**src/rtl/ping_scheduler.sv**
```systemverilog
// Round-robin scheduler sharing one ultrasonic ping engine among several sensors.
// Optional nearest-reading tracker enabled by defining PING_SCHED_NEAREST_EN.
module ping_scheduler #(
  parameter int N_SENSORS      = 4,
  parameter int ID_W           = 2,
  parameter int CM_W           = 9,
  parameter int GAP_CYCLES     = 1500000,
  parameter int TIMEOUT_CYCLES = 1000000
) (
  input  logic                 clk,
  input  logic                 resetn,
  input  logic                 enable,
  input  logic [N_SENSORS-1:0] mask,
  output logic                 req,
  output logic [ID_W-1:0]      sel,
  input  logic                 done,
  input  logic [CM_W-1:0]      cm,
  output logic                 res_valid,
  output logic [ID_W-1:0]      res_id,
  output logic [CM_W-1:0]      res_cm,
  output logic                 res_timeout,
  input  logic [ID_W-1:0]      rd_id,
  output logic [CM_W-1:0]      rd_cm,
  output logic                 busy
`ifdef PING_SCHED_NEAREST_EN
  ,
  output logic [CM_W-1:0]      near_cm,
  output logic [ID_W-1:0]      near_id
`endif
);

  localparam int MAX_CYC = (GAP_CYCLES > TIMEOUT_CYCLES) ? GAP_CYCLES : TIMEOUT_CYCLES;
  localparam int CNT_W   = $clog2(MAX_CYC + 1);

  typedef enum logic [1:0] {IDLE, PICK, PING, GAP} state_e;

  state_e                state_q, state_d;
  logic [CNT_W-1:0]      timer_q, timer_d;
  logic [ID_W-1:0]       ptr_q, ptr_d;
  logic [ID_W-1:0]       sel_q, sel_d;
  logic                  res_valid_q, res_valid_d;
  logic [ID_W-1:0]       res_id_q, res_id_d;
  logic [CM_W-1:0]       res_cm_q, res_cm_d;
  logic                  res_timeout_q, res_timeout_d;
  logic [CM_W-1:0]       tbl_q [N_SENSORS];
  logic [CM_W-1:0]       tbl_d [N_SENSORS];

  logic [ID_W-1:0]       next_id;
  logic [ID_W-1:0]       cand;
  logic                  next_found;
  logic                  ping_done;
  logic                  ping_timeout;
  logic                  ping_exit;
  logic                  gap_end;

  // First set mask bit strictly after the last pinged sensor, wrapping; the pointer itself comes last.
  always_comb begin
    next_id    = ptr_q;
    next_found = 1'b0;
    cand       = '0;
    for (int i = 1; i <= N_SENSORS; i++) begin
      cand = ID_W'((int'(ptr_q) + i) % N_SENSORS);
      if (!next_found && mask[cand]) begin
        next_found = 1'b1;
        next_id    = cand;
      end
    end
  end

  assign ping_done    = (state_q == PING) && done;
  assign ping_timeout = (state_q == PING) && !done && (timer_q == CNT_W'(TIMEOUT_CYCLES - 1));
  assign ping_exit    = ping_done || ping_timeout;
  assign gap_end      = (state_q == GAP) && (timer_q == CNT_W'(GAP_CYCLES - 1));

  always_comb begin
    state_d = state_q;
    case (state_q)
      IDLE: if (enable && |mask)             state_d = PICK;
      PICK: if (!enable || !next_found)      state_d = IDLE;
            else                             state_d = PING;
      PING: if (ping_exit)                   state_d = GAP;
      GAP:  if (gap_end)                     state_d = PICK;
      default:                               state_d = IDLE;
    endcase
  end

  always_comb begin
    req  = (state_q == PING);
    busy = (state_q != IDLE);
  end

  // One timer serves both the ping timeout and the quiet gap; it restarts on every state change.
  always_comb begin
    timer_d = '0;
    if ((state_q == PING && !ping_exit) || (state_q == GAP && !gap_end))
      timer_d = timer_q + 1'b1;

    ptr_d = ptr_q;
    sel_d = sel_q;
    if (state_q == PICK && enable && next_found) begin
      ptr_d = next_id;
      sel_d = next_id;
    end

    res_valid_d   = ping_exit;
    res_id_d      = res_id_q;
    res_cm_d      = res_cm_q;
    res_timeout_d = res_timeout_q;
    tbl_d         = tbl_q;
    if (ping_exit) begin
      res_id_d         = sel_q;
      res_cm_d         = ping_done ? cm : '1;
      res_timeout_d    = !ping_done;
      tbl_d[sel_q]     = ping_done ? cm : '1;
    end
  end

  always_ff @(posedge clk or negedge resetn) begin
    if (!resetn) begin
      state_q       <= IDLE;
      timer_q       <= '0;
      ptr_q         <= ID_W'(N_SENSORS - 1);
      sel_q         <= '0;
      res_valid_q   <= 1'b0;
      res_id_q      <= '0;
      res_cm_q      <= '0;
      res_timeout_q <= 1'b0;
      for (int i = 0; i < N_SENSORS; i++) tbl_q[i] <= '1;
    end else begin
      state_q       <= state_d;
      timer_q       <= timer_d;
      ptr_q         <= ptr_d;
      sel_q         <= sel_d;
      res_valid_q   <= res_valid_d;
      res_id_q      <= res_id_d;
      res_cm_q      <= res_cm_d;
      res_timeout_q <= res_timeout_d;
      tbl_q         <= tbl_d;
    end
  end

  assign sel         = sel_q;
  assign res_valid   = res_valid_q;
  assign res_id      = res_id_q;
  assign res_cm      = res_cm_q;
  assign res_timeout = res_timeout_q;
  assign rd_cm       = (int'(rd_id) < N_SENSORS) ? tbl_q[rd_id] : '1;

`ifdef PING_SCHED_NEAREST_EN
  logic [CM_W-1:0] near_cm_q, near_cm_d;
  logic [ID_W-1:0] near_id_q, near_id_d;

  // Strict less-than keeps the lowest id on ties; all-ones entries never win.
  always_comb begin
    near_cm_d = '1;
    near_id_d = '0;
    for (int i = 0; i < N_SENSORS; i++) begin
      if (mask[i] && (tbl_q[i] < near_cm_d)) begin
        near_cm_d = tbl_q[i];
        near_id_d = ID_W'(i);
      end
    end
  end

  always_ff @(posedge clk or negedge resetn) begin
    if (!resetn) begin
      near_cm_q <= '1;
      near_id_q <= '0;
    end else begin
      near_cm_q <= near_cm_d;
      near_id_q <= near_id_d;
    end
  end

  assign near_cm = near_cm_q;
  assign near_id = near_id_q;
`else
  // Nearest-reading tracker not built in this configuration.
`endif

endmodule

```
**config.mk**
```make
export PLATFORM = sky130hd
export DESIGN_NAME = ping_scheduler
export DESIGN_NICKNAME = d
export VERILOG_FILES = /design/src/rtl/ping_scheduler.sv
export SDC_FILE = /design/constraint.sdc
export NUM_CORES = 1
export LEC_CHECK = 0
export ABC_CLOCK_PERIOD_IN_PS = 2700
export CORE_MARGIN = 2
export CORE_UTILIZATION = 30
export CTS_CLUSTER_SIZE = 10
export DETAILED_ROUTE_END_ITERATION = 10
export PLACE_DENSITY = 0.53
export SYNTH_ARGS = -nofsm -noshare
export SYNTH_HDL_FRONTEND = slang
export SYNTH_SLANG_ARGS = --single-unit
```
**constraint.sdc**
```tcl
create_clock -name clk -period 2.7 [get_ports clk]
set_clock_uncertainty 0.05 [all_clocks]
set_input_delay 0.405 -clock clk [delete_from_list [all_inputs] [get_ports clk]]
set_output_delay 0.405 -clock clk [all_outputs]
set_load 0.02 [all_outputs]
```
# Yosys cells after proc, flatten, opt, wreduce, memory -nomap -nowiden

Index checks and enable logic that the tools add are counted.

Reduce and logical (&&, ||, !) cells: 29
Add/sub/neg operators: 5
Equality and inequality tests: 8
Mux-type cells: 29
Bitwise gates (word level): 2
$lt $le $gt $ge: 7

Operators with widths:

| cell                                                        | number |
|---|---|
| bitwise mux 36 bit                                          | 1 |
| 2-to-1 mux 9 bit                                            | 4 |
| adder 21 x 1 -> 21 bit (second input constant)              | 1 |
| equality test 21 x 20 -> 1 bit (second input constant)      | 1 |
| equality test 21 bit (second input constant)                | 1 |
| 2-to-1 mux 21 bit                                           | 1 |
| binary-select mux 9 bit (select 2 bit)                      | 1 |
| demux 9 bit (select 2 bit)                                  | 1 |
| 2-to-1 mux 2 bit                                            | 8 |
| logical AND 1 bit                                           | 13 |
| less-than comparator 2 x 3 -> 1 bit (second input constant) | 4 |
| zero test 1 bit                                             | 9 |
| binary-select mux 1 bit (select 2 bit)                      | 4 |
| 2-to-1 mux 1 bit                                            | 8 |
| case mux 2 bit (4 select lines)                             | 1 |
| greater-or-equal comparator 3 bit (second input constant)   | 2 |
| NOT 2 -> 3 bit                                              | 2 |
| adder 2 x 1 -> 2 bit (second input constant)                | 2 |
| adder 2 bit (second input constant)                         | 2 |
| equality test 2 bit (second input constant)                 | 2 |
| inequality test 2 bit (second input constant)               | 2 |
| OR reduction 4 bit                                          | 1 |
| logical OR 1 bit                                            | 3 |
| less-than comparator 3 x 1 -> 1 bit (second input constant) | 1 |
| other kinds (5)                                             | 5 |

Word-level logic and storage cells: 92
Flip-flop bits (word level): 76
Bits of input ports: 19
Output and inout port bits: 26

# Logic depth before layout (Yosys ltp)

Gate-level depths: netlist of run 1.

Depth after elaboration: 17
Depth in mapped cells: 8
Depth with buffers taken out: 7

# Least setup slack after synthesis of run 1

No wires, ideal clock.

Path type: reg-to-reg
From: reg state_q[0]
To: reg state_q[1]
Stages on the path, launching flop included: 8
Data arrival time: 2.742 ns
Buffers on the path: 0
Clock period less this slack: 2.919 ns
Data required time: 2.522 ns
Library setup time: 0.128 ns
Slack: -0.219 ns
Cell sequence: dfrtp_1 -> inv_1 -> ha_1 -> or4b_1 -> or4_4 -> or3_4 -> a311oi_2 -> mux2_1

Cells in the longest elaborated chain, start to end: 6
Elaborated cells on any way between the ends: 14
Those cells by class: eq/ne: 6; mux: 1; reduce/logical: 7

Ends and longest elaborated chain:

| what                                            | RTL line | text |
|---|---|---|
| start, declared                                 | 37       | `state_e state_q, state_d;` |
| start signal, assigned                          | 130      | `state_q <= state_d;` |
| equality test 2 bit (*)                         | n/a      |  |
| via req                                         | 14       | `output logic req,` |
| logical AND 1 bit (2 in a row)                  | 71       | `assign ping_timeout = (state_q == PING) && !done && (timer_q == CNT_W'(TIMEOUT_CYCLES - 1));` |
| logical OR 1 bit                                | 72       | `assign ping_exit = ping_done \|\| ping_timeout;` |
| inequality test 2 x 1 -> 1 bit (no source line) | n/a      |  |
| AND reduction 3 bit (no source line)            | n/a      |  |

Mark *: on every way through the listed nets, which the timed path passes. The rest lies on a longest branch.
A chain may end at the register's enable or synchronous reset.

# Final worst setup path of run 1

From: reg state_q[0]
To: reg state_q[1]

Cells in the longest elaborated chain, start to end: 6
Elaborated cells on any way between the ends: 14
Those cells by class: eq/ne: 6; mux: 1; reduce/logical: 7

Ends and longest elaborated chain:

| what                                            | RTL line |
|---|---|
| equality test 2 bit                             | 70, 71, 77 |
| logical AND 1 bit (2 in a row)                  | 71 |
| logical OR 1 bit                                | 72 |
| inequality test 2 x 1 -> 1 bit (no source line) | n/a |
| AND reduction 3 bit (no source line)            | n/a |

Parallel ways exist; a longest one is shown, timed or not.

==> results list, run 1 <==
- Final GP Congestion: 0.785
* Number of vias in the routed layout: 2,438
* Final min period: 2.69 ns
* Crit path DAT: 2.85 ns
* Detailed-route wire length: 7910 um
- After detailed routing, the number of remaining DRC violations is 0.
- Reported leakage power: 1.84 nW
- After the flow finishes, the layout carries non-filler instances totaling 496.
- Die area: 12,900 um2
- After technology mapping, the gate count stands at 288.
- Critical Path RT: 2.86 ns
* Wire length of the first global-routing pass: 13,200 um
- Unrepaired setup endpoints after global routing: true
- Initial Utilization: 0.311
- Entering global routing, the biggest net connects 50 pins.
* IO Pins: 45
- After synthesis the cells add up to 3590 um2.
* Total area of multi-input combinational cells: 1610 um2
- OpenSTA, run right after detailed placement, puts the worst setup slack at 0.00665 ns.
- Number of levels in the clock H-tree: 3
- Warnings, synthesis: 0
- Using the TritonRoute via totals, the vias-per-cell ratio works out to 4.92.
* Die height: 113 um
- After legalization and detailed placement, the total HPWL measured 5330 um.
- The count of buffers added on input and output ports is 44.
- In this run the worst path has a maximum fanout of 4.
- The number of global-route vias before repair came to 2,579.
- Worst setup path class: flip-flop to flip-flop
- Power density normalized to cell area: 1050 nW/um2
- Setup violations remaining at the end of the flow were counted as 0.
* Placement row count: 39
- Sorting the synthesized cells by area gives the leading types as sky130_fd_sc_hd__dfstp_2, sky130_fd_sc_hd__dfrtp_1, sky130_fd_sc_hd__mux2_2, sky130_fd_sc_hd__mux4_2, sky130_fd_sc_hd__xnor2_1.
- Hold-fix buffers, CTS: 0
* Layout net count: 372
- Tot GR Track Use: 0.131
- Avg Inst Size Synth: 12.5 um2
* Transition time at the pin with the least slew margin: 0.629 ns
* Crit path setup slack, layout: 0.00958 ns
- Run status: finished clean
- The path class of the tightest hold or removal check is input pin to async pin.
- The initial antenna violation count came to 0.
* CTS Root Cell: sky130_fd_sc_hd__clkbuf_16
- Reg2reg setup slack: 0.01 ns
* Seq cells post-synth: 76
* Floorplan die width: 113 um
- After detailed routing, the average wire length per cell comes to 15.9 um.
- Clock sink count: 76
- The share of synthesized area in the top cell type comes to 0.278.
* Post-synthesis sequential area ratio: 0.542
- Total of max-cap violations: 0
- Worst rel slew slack: 0.580
- After routing, the total negative slack on setup checks comes to 0 ns.
- Based on the critical path, the design can be clocked at up to 372 MHz.
- The final number of max-transition violations is 0.
* Clock transition at the register clock pins on the worst setup and hold paths after CTS: 0.06 ns
- Registers take 1950 um2.
- Critical Path, Cell by Cell: inv_2 -> ha_4 -> or4b_4 -> or4_4 -> or3_4 -> a311oi_4 -> mux2_4
* Cells after DPL: 480
- Proportion of layout cells with a drive suffix above 1: 0.357
* Violation count after the first detailed-routing iteration: 72
- In this design, the stage delay of the slowest critical-path cell is 0.45 ns.
* Overall power consumption: 4.94 mW
- Synthesis instantiated 45 different standard cells from the library.
- Max clock buf depth: 2
- Fin crit share: 0.996
- TritonCTS built the clock tree.
* Post-layout utilization of the core: 0.407
- Residual antenna-violating net count after detailed routing: 0
- Cell taking the most area after synthesis: sky130_fd_sc_hd__dfstp_2
- Summed over all layers, the global routing overflow is 0.
* First drt pass iteration count: 4
* Synthesis-to-finish area growth: 30.9%
- At the later pin of the worst-skew pair, clock insertion delay measures 0.33 ns.
* Core region area: 11,600 um2
- Worst ir drop on vdd: 0.404 mV
* Number of fill cells in the layout: 1,125
* Antenna diode count: 0
* Post-synth net total: 312
* Number of clock buffers inserted by TritonCTS: 9
- Highest-delay cell along the critical path: sky130_fd_sc_hd__or4b_4
- The final-report hold violation count is 0.
* Nature of the critical path startpoint: flip-flop
- Type of element capturing the critical path: flip-flop
## state kept, by name, indices dropped and copies added, names as in the netlist
signal / flops
ptr_q: 2
res_cm: 9
res_id: 2
res_timeout: 1
res_valid: 1
sel: 2
state_q: 2
tbl_q: 36
timer_q: 21
## cells in the mapped netlist (all sizes together)
cell	count
dfstp	38
nor2b	4
o22a	9
a21oi	7
a31oi	1
dfrtp	38
xnor2	14
mux4	9
nor4	4
buf	4
o22ai	1
o211ai	1
a21o	2
or4	3
nand3	10
o31ai	2
and2	1
and4	1
and3	4
or3	1
xor2	5
o21ai	4
ha	5
or2	9
nand4	4
inv	11
nor2	27
nor4bb	1
nand2	8
nor3	3
or4b	1
nand3b	1
o31a	1
a311oi	1
a21boi	3
clkbuf	5
mux2	30
mux2i	2
nand2b	4
o21a	9
## through the flow
stage | instance area, um2 | hold WS (ns)
floorplan | 3610 | 0.0594
finish | 4710 | 0.0382
CTS | 4670 | 0.0409
global route | 4710 | 0.0653
detailed placement | 4330 | 0.395
global placement | 4330 | 0.393
## worst paths after layout
kind / from / end / depth (start not counted)
hold reg to reg: res_cm[5] / res_cm[5] / 1
setup reg to reg: state_q[0] / state_q[1] / 7
min in group clk: res_cm[5] / res_cm[5] / 1
max in group asynchronous: resetn / timer_q[4] / 2
hold / removal: resetn / res_cm[0] / 2
setup / recovery: state_q[0] / state_q[1] / 7
## report_power, final
part,internal (mW),total [mW],switching [mW]
combinational,0.900,1.63,0.733
clock,0.859,1.33,0.469
sequential,1.72,1.98,0.254
total,3.48,4.94,1.46
## final cells by class
class | instances | share of cell area
inverter | 11 | 0.00877
timing repair buffer | 58 | 0.124
tap | 143 | 0.0380
sequential | 76 | 0.414
multi-input combinational | 192 | 0.342
clock inverter | 3 | 0.0101
clock buffer | 13 | 0.0622
## kinds of logic (layout without fill, tap and decap cells)
logic type | Yosys count | after routing | synth area share
and+or+nand+nor | 86 | 86 | 0.128
DFF | 76 | 76 | 0.542
buffers and inverters | 20 | 85 | 0.0219
AOI/OAI and AO/OA | 41 | 41 | 0.0877
adders and majority gates | 5 | 5 | 0.0174
xor gates and xnor gates | 19 | 19 | 0.0463
muxes | 41 | 41 | 0.156
## critical path, delay by kind of cell, from the launching register on
kind	cells	cell delay [ns]
flops	1	0.41
mux	1	0.33
fa+ha+maj	1	0.13
buf+inv	1	0.11
compound gates	1	0.26
simple gates	3	1.29
## metal layers
layer | share of wire | GRT usage
met2 | 0.50 | 0.221
met1 | 0.44 | 0.166
met4 | 0.0038 | 0.0293
met3 | 0.054 | 0.0441
met5 | 0 | 0
## repair_timing
item                                    4_1_cts  5_1_grt
buffers inserted                              0        0
gates resized for setup                       0        7
endpoints found under the setup margin        1       33
## placed cells by master (no fill, tap or decap), drive strengths merged, types with 2 or more instances in the layout
| cell | n |
|---|---|
| nand3 | 10 |
| a21boi | 3 |
| mux2 | 30 |
| nor2b | 4 |
| clkdlybuf4s50 | 43 |
| dfstp | 38 |
| or2 | 9 |
| o31ai | 2 |
| buf | 15 |
| nand4 | 4 |
| xnor2 | 14 |
| nor4 | 4 |
| and3 | 4 |
| clkbuf | 13 |
| dfrtp | 38 |
| nand2b | 4 |
| o21a | 9 |
| o22a | 9 |
| ha | 5 |
| inv | 12 |
| or4 | 3 |
| a21oi | 7 |
| mux2i | 2 |
| o21ai | 4 |
| mux4 | 9 |
| nor2 | 27 |
| nor3 | 3 |
| nand2 | 8 |
| xor2 | 5 |
| a21o | 2 |
Note: power is estimated with default switching activity, not from simulation.
==> inputs of run 2 (changes only) <==
CAP_MARGIN = 20   (was default)
==> results of run 2 <==
Same layout as run 1: the final DEF is identical, and so are final timing and power.
